## config.mk

```make
export PLATFORM = sky130hd
export DESIGN_NAME = pixel_frame_streamer
export DESIGN_NICKNAME = d
export VERILOG_FILES = /design/src/rtl/img_stream_pkg.sv /design/src/rtl/stream_fifo2.sv /design/src/rtl/pixel_frame_streamer.sv
export SDC_FILE = /design/constraint.sdc
export NUM_CORES = 1
export LEC_CHECK = 0
export ABC_AREA = 1
export BUFFER_PORTS_ARGS = -buffer_cell sky130_fd_sc_hd__buf_2
export CELL_PAD_IN_SITES_DETAIL_PLACEMENT = 1
export CELL_PAD_IN_SITES_GLOBAL_PLACEMENT = 1
export CORE_ASPECT_RATIO = 2
export CORE_MARGIN = 4
export CORE_UTILIZATION = 46
export DETAILED_ROUTE_END_ITERATION = 12
export PLACE_DENSITY_LB_ADDON = 0.1
export SYNTH_ARGS = -nofsm -noshare
export SYNTH_HDL_FRONTEND = slang
export SYNTH_SLANG_ARGS = --single-unit
```

## constraint.sdc

```tcl
create_clock -name clk -period 6.8 [get_ports clk]
set_clock_uncertainty 0.15 [all_clocks]
set_input_delay 1.36 -clock clk [delete_from_list [all_inputs] [get_ports clk]]
set_output_delay 1.36 -clock clk [all_outputs]
set_load 0.02 [all_outputs]
```

## src/rtl/img_stream_pkg.sv

```systemverilog
// img_stream_pkg: shared types, defaults and helpers for the raster pixel stream
package img_stream_pkg;
  localparam int DEF_IMG_WIDTH = 422;
  localparam int DEF_IMG_HEIGHT = 413;
  typedef logic [7:0] pixel_t;
  typedef enum logic [1:0] {IDLE, FETCH, DRAIN, DONE} stream_state_t;
  function automatic int frame_pixels(input int w, input int h);
    return w * h;
  endfunction
endpackage

```

## src/rtl/stream_fifo2.sv

```systemverilog
// stream_fifo2: 2-entry register FIFO with occupancy count; caller never pops when empty
module stream_fifo2 import img_stream_pkg::*; (
  input  logic       clk,
  input  logic       rst,
  input  logic       push,
  input  pixel_t     din,
  input  logic       pop,
  output pixel_t     head,
  output logic [1:0] count
);
  pixel_t mem [2];
  logic rp, wp;
  always_ff @(posedge clk or posedge rst)
    if (rst) begin
      mem[0] <= '0;
      mem[1] <= '0;
      rp <= 1'b0;
      wp <= 1'b0;
      count <= '0;
    end else begin
      if (push) begin
        mem[wp] <= din;
        wp <= ~wp;
      end
      if (pop) rp <= ~rp;
      count <= count + 2'(push) - 2'(pop);
    end
  assign head = mem[rp];
  // the read-issue rule upstream keeps a push from ever landing on a full FIFO
  always_ff @(posedge clk)
    if (!rst) assert (!(push && count == 2'd2)) else $error("stream_fifo2 overflow");
endmodule

```

## src/rtl/pixel_frame_streamer.sv

```systemverilog
// pixel_frame_streamer: streams a WxH 8-bit frame from a sync-read RAM in raster order
module pixel_frame_streamer import img_stream_pkg::*; #(
  parameter int IMG_WIDTH = DEF_IMG_WIDTH,
  parameter int IMG_HEIGHT = DEF_IMG_HEIGHT,
  parameter int ADDR_W = 18
) (
  input  logic              clk,
  input  logic              rst,
  input  logic              frame_start,
  output logic              mem_rd_en,
  output logic [ADDR_W-1:0] mem_rd_addr,
  input  logic [7:0]        mem_rd_data,
  output logic [7:0]        pixel_data,
  output logic              pixel_valid,
  input  logic              pixel_ready,
  output logic              stream_active,
  output logic              sof,
  output logic              eol,
  output logic              frame_done,
  output logic              busy
);
  localparam int CW = $clog2(IMG_WIDTH);
  localparam int RW = $clog2(IMG_HEIGHT);
  localparam logic [ADDR_W:0] N = (ADDR_W+1)'(frame_pixels(IMG_WIDTH, IMG_HEIGHT));
  localparam logic [CW-1:0] COL_MAX = CW'(IMG_WIDTH - 1);
  localparam logic [RW-1:0] ROW_MAX = RW'(IMG_HEIGHT - 1);
  stream_state_t state, state_nx;
  logic [ADDR_W:0] rd_addr;
  logic [CW-1:0] col;
  logic [RW-1:0] row;
  logic [1:0] count;
  logic [2:0] occ;
  logic inflight, pop, last_pop, act_r;
  stream_fifo2 u_fifo (
    .clk(clk),
    .rst(rst),
    .push(inflight),
    .din(mem_rd_data),
    .pop(pop),
    .head(pixel_data),
    .count(count)
  );
  assign pixel_valid = count != 2'd0;
  assign pop = pixel_valid && pixel_ready;
  assign last_pop = pop && row == ROW_MAX && col == COL_MAX;
  // occupancy one cycle ahead: buffered minus leaving plus the read already in flight
  assign occ = 3'(count) + 3'(inflight) - 3'(pop);
  assign mem_rd_en = state == FETCH && rd_addr < N && occ < 3'd2;
  assign mem_rd_addr = rd_addr[ADDR_W-1:0];
  assign sof = pixel_valid && row == '0 && col == '0;
  assign eol = pixel_valid && col == COL_MAX;
  assign frame_done = state == DONE;
  assign busy = state != IDLE;
  assign stream_active = pixel_valid || act_r;
  always_comb begin
    state_nx = state == IDLE  ? (frame_start ? FETCH : IDLE) :
               state == FETCH ? (rd_addr == N ? DRAIN : FETCH) :
               state == DRAIN ? (last_pop ? DONE : DRAIN) : IDLE;
  end
  always_ff @(posedge clk or posedge rst)
    if (rst) begin
      state <= IDLE;
      rd_addr <= '0;
      inflight <= 1'b0;
      col <= '0;
      row <= '0;
      act_r <= 1'b0;
    end else begin
      state <= state_nx;
      inflight <= mem_rd_en;
      act_r <= last_pop ? 1'b0 : act_r | pixel_valid;
      if (state == IDLE && frame_start) rd_addr <= '0;
      else if (mem_rd_en) rd_addr <= rd_addr + (ADDR_W+1)'(1);
      if (pop) begin
        col <= col == COL_MAX ? '0 : col + CW'(1);
        row <= col != COL_MAX ? row : row == ROW_MAX ? '0 : row + RW'(1);
      end
    end
endmodule
```

==> qor.txt <==
post-synthesis compound-gate area fraction = 5.11%
Synth Area in Simple Gates = 34.1%
endpoint type of the worst setup path = primary output
crit path DAT = 3.72 ns
largest net degree at the start of global routing = 62
share of the synthesized area in the top cell type = 41.3%
status = finished clean
dpl hpwl = 7920 um
worst slew pin tran = 0.808 ns
P_leak = 2.19 nW
sequential share of the synthesized area = 41.3%
post-synth cell types = 30
top cells by area, synth = dfrtp_1 41%, nand2_1 14%, nand3_1 7.3%
post-synthesis cell count = 500
drt drc = 0
WL/cell = 16.7 um
dominant cell type by area after synthesis = dfrtp_1
Tot GR Track Use = 23.8%
share of layout cells above drive strength 1 = 14.2%
ANT nets after route = 0
Num Clock Sinks = 61
GRT Residual Overflow = 0
clock root cell = clkbuf_16
unrepaired setup endpoints after global routing = false
crit path max-delay cell type = fa_1
top sig layer = met4
Power Density = 283 nW/um^2
PortBufs = 44
chip height = 135 um
metal3 WL = 236 um
Multi-input gate area = 1740 um^2
post-CTS setup buffers = 0
worst path cell trace = buf_2 -> inv_1 -> nor2_8 -> ha_1 -> inv_1 -> ha_1 -> fa_1 -> or2_0 -> nor2_1 -> nand3_1 -> a21oi_2 -> buf_2
top-level port count = 45
delay-heaviest family, CP = adder cells
Req. time, crit path = 5.29 ns
initial antenna violation count = 0
cell area after synthesis = 3700 um^2
Area growth syn-to-layout = 12.5%
type of origin of the critical path = input port
min Tclk post-route = 5.23 ns
core area = 7890 um^2
H-tree levels = 3
Layout fillers = 1,022
main combinational cell family by area after synthesis = simple AND/OR/NAND/NOR gates
critical path peak fanout = 10
Synth Area in Adders = 3.59%
critical path type = in -> out
via count = 3,338
worst vdd ir = 0.148 mV
met2 wire length = 6130 um
pins over their slew limit = 0
GPL Wtd Cong = 0.862
DR vias/cell = 5.33
n_diodes = 0
crit path buf inv count = 4
Setup violations, final = 0
Rows = 46
CTS hold repair buffers = 0
mux cell area share after synthesis = 0%
CTS Buf Count = 9
f_max = 0.191 GHz
final worst-path cycle share = 76.9%
YS warnings = 0
Seq. cell area = 1530 um^2
DR iter-0 viols = 205
first-pass GRT wire length = 17,800 um
worst hold path type = reg -> reg
synthesized flop and latch total = 61
worst hold slack = 0.337 ns
Max stage delay on crit path = 0.46 ns
Layout Nets = 548
Synth Area per Inst = 7.39 um^2
Max transition margin = 46.1%
Synth Net Count = 522
number of global-route vias before repair = 3,702
initial core utilization = 46.9%
CTS tree = done
CTS clock-pin slew for the worst setup and hold paths = 0.05 ns
max-cap violations = 0
Clock Tree Buf Depth = 2
drt total wl = 10,500 um
xor/xnor share of the synthesized area = 4.26%
DR pass1 iterations = 6
Post-Route Setup TNS = 0 ns
M1 WL = 3600 um
Die ar. = 9620 um^2
cts repair resizes = 0
clock latency on the worst-skew pair = 0.33 ns
Hold Violations, Final = 0
Die X = 71.4 um
[report_power, final]
part	switching (mW)	internal (mW)	leakage [nW]
Clock	0.160	0.328	0.152
Combinational	0.172	0.0809	1.33
Sequential	0.0417	0.393	0.711
[cell usage in the layout (no fill, tap or decap), types with 10 or more instances in the layout]
cell type and count:
nand2_1 136, xor2_1 18, dfrtp_1 61, nand3_1 54, inv_1 58, o21ai_0 31
nand4_1 10, buf_2 44, nor2_1 54, nor3_1 11
[worst register-to-register path, stage by stage, from the launching register on]
cell and delay, ns:
dfrtp_1 0.44, nor2_4 0.23, nor2_8 0.08, ha_1 0.28
inv_1 0.04, ha_1 0.18, fa_1 0.46, or2_0 0.23
nor2_1 0.10, nand3_1 0.13, inv_2 0.09, nand2_4 0.16
nand2_2 0.26, o21ai_0 0.13
[per-stage QoR]
stage | std cells | setup WS (ns) | power [mW] | utilization, % | area [um^2]
2_1_floorplan | 500 | 2.05 | 0.603 | - | 3700
3_3_place_gp | 611 | 1.67 | 0.676 | 48.7 | 3840
3_5_place_dp | 611 | 1.58 | 0.694 | 48.7 | 3840
4_1_cts | 626 | 1.54 | 1.19 | 52.7 | 4160
5_1_grt | 626 | 1.43 | 1.24 | 52.7 | 4160
6_report | 626 | 1.57 | 1.18 | 52.7 | 4160
[registers in the layout, indices dropped and copies added (netlist names), named ones only]
signal,count
rd_addr,19
u_fifo.count,2
row,9
u_fifo.mem,16
u_fifo.wp,1
u_fifo.rp,1
col,9
inflight,1
state,1
act_r,1
[logic make-up (layout without fill, tap and decap cells)]
kind of cell    after synthesis  count (layout)
compound gates               36              36
buf+inv                      91             121
fa+ha+maj                    10              10
xor+xnor                     18              18
flops                        61              61
simple gates                284             284
[Yosys cell counts]
cell type,instances
dfrtp_1,61
xor2_1,18
o21bai_1,1
nor2_8,1
nor2_2,2
nor4_1,2
or2_1,1
a211oi_1,1
nor3_1,11
nand2_1,136
a21oi_2,1
o21ai_0,31
buf_6,2
nand3_2,1
ha_1,9
clkbuf_1,7
inv_1,59
nand2_4,1
nand3b_1,3
buf_4,19
nor2_4,3
nand2_2,4
inv_2,2
or2_0,1
nand3_1,54
nor2_1,54
fa_1,1
a21oi_1,2
nand4_1,10
buf_2,2
[cell type report]
class / instances / share of cell area (%)
clock buffers: 11 / 5.84
flip-flops and latches: 61 / 36.7
multi-input cells: 348 / 41.8
inverters: 61 / 5.51
well taps: 96 / 2.89
clock inverters: 4 / 1.74
repair buffers: 45 / 5.48
[path summary, 6_finish.rpt]
path / startpoint / slack, ns / endpoint / depth (start not counted)
max reg2reg: u_fifo.count[1] / 3.70 / rd_addr[0] / 13
min reg2reg: u_fifo.mem[12] / 0.34 / u_fifo.mem[12] / 2
min in group asynchronous: rst / 1.11 / rd_addr[10] / 3
min: u_fifo.mem[12] / 0.34 / u_fifo.mem[12] / 2
max in group asynchronous: rst / 4.84 / rd_addr[13] / 3
max: pixel_ready / 1.57 / mem_rd_en / 12
[metal layers]
layer / track usage (%) / vias to the layer above
li1: - / 1610
met1: 23.5 / 1635
met2: 45.3 / 56
met3: 3.50 / 37
met4: 13.3 / 0
met5: 0 / -
Note: power is estimated with default switching activity, not from simulation.
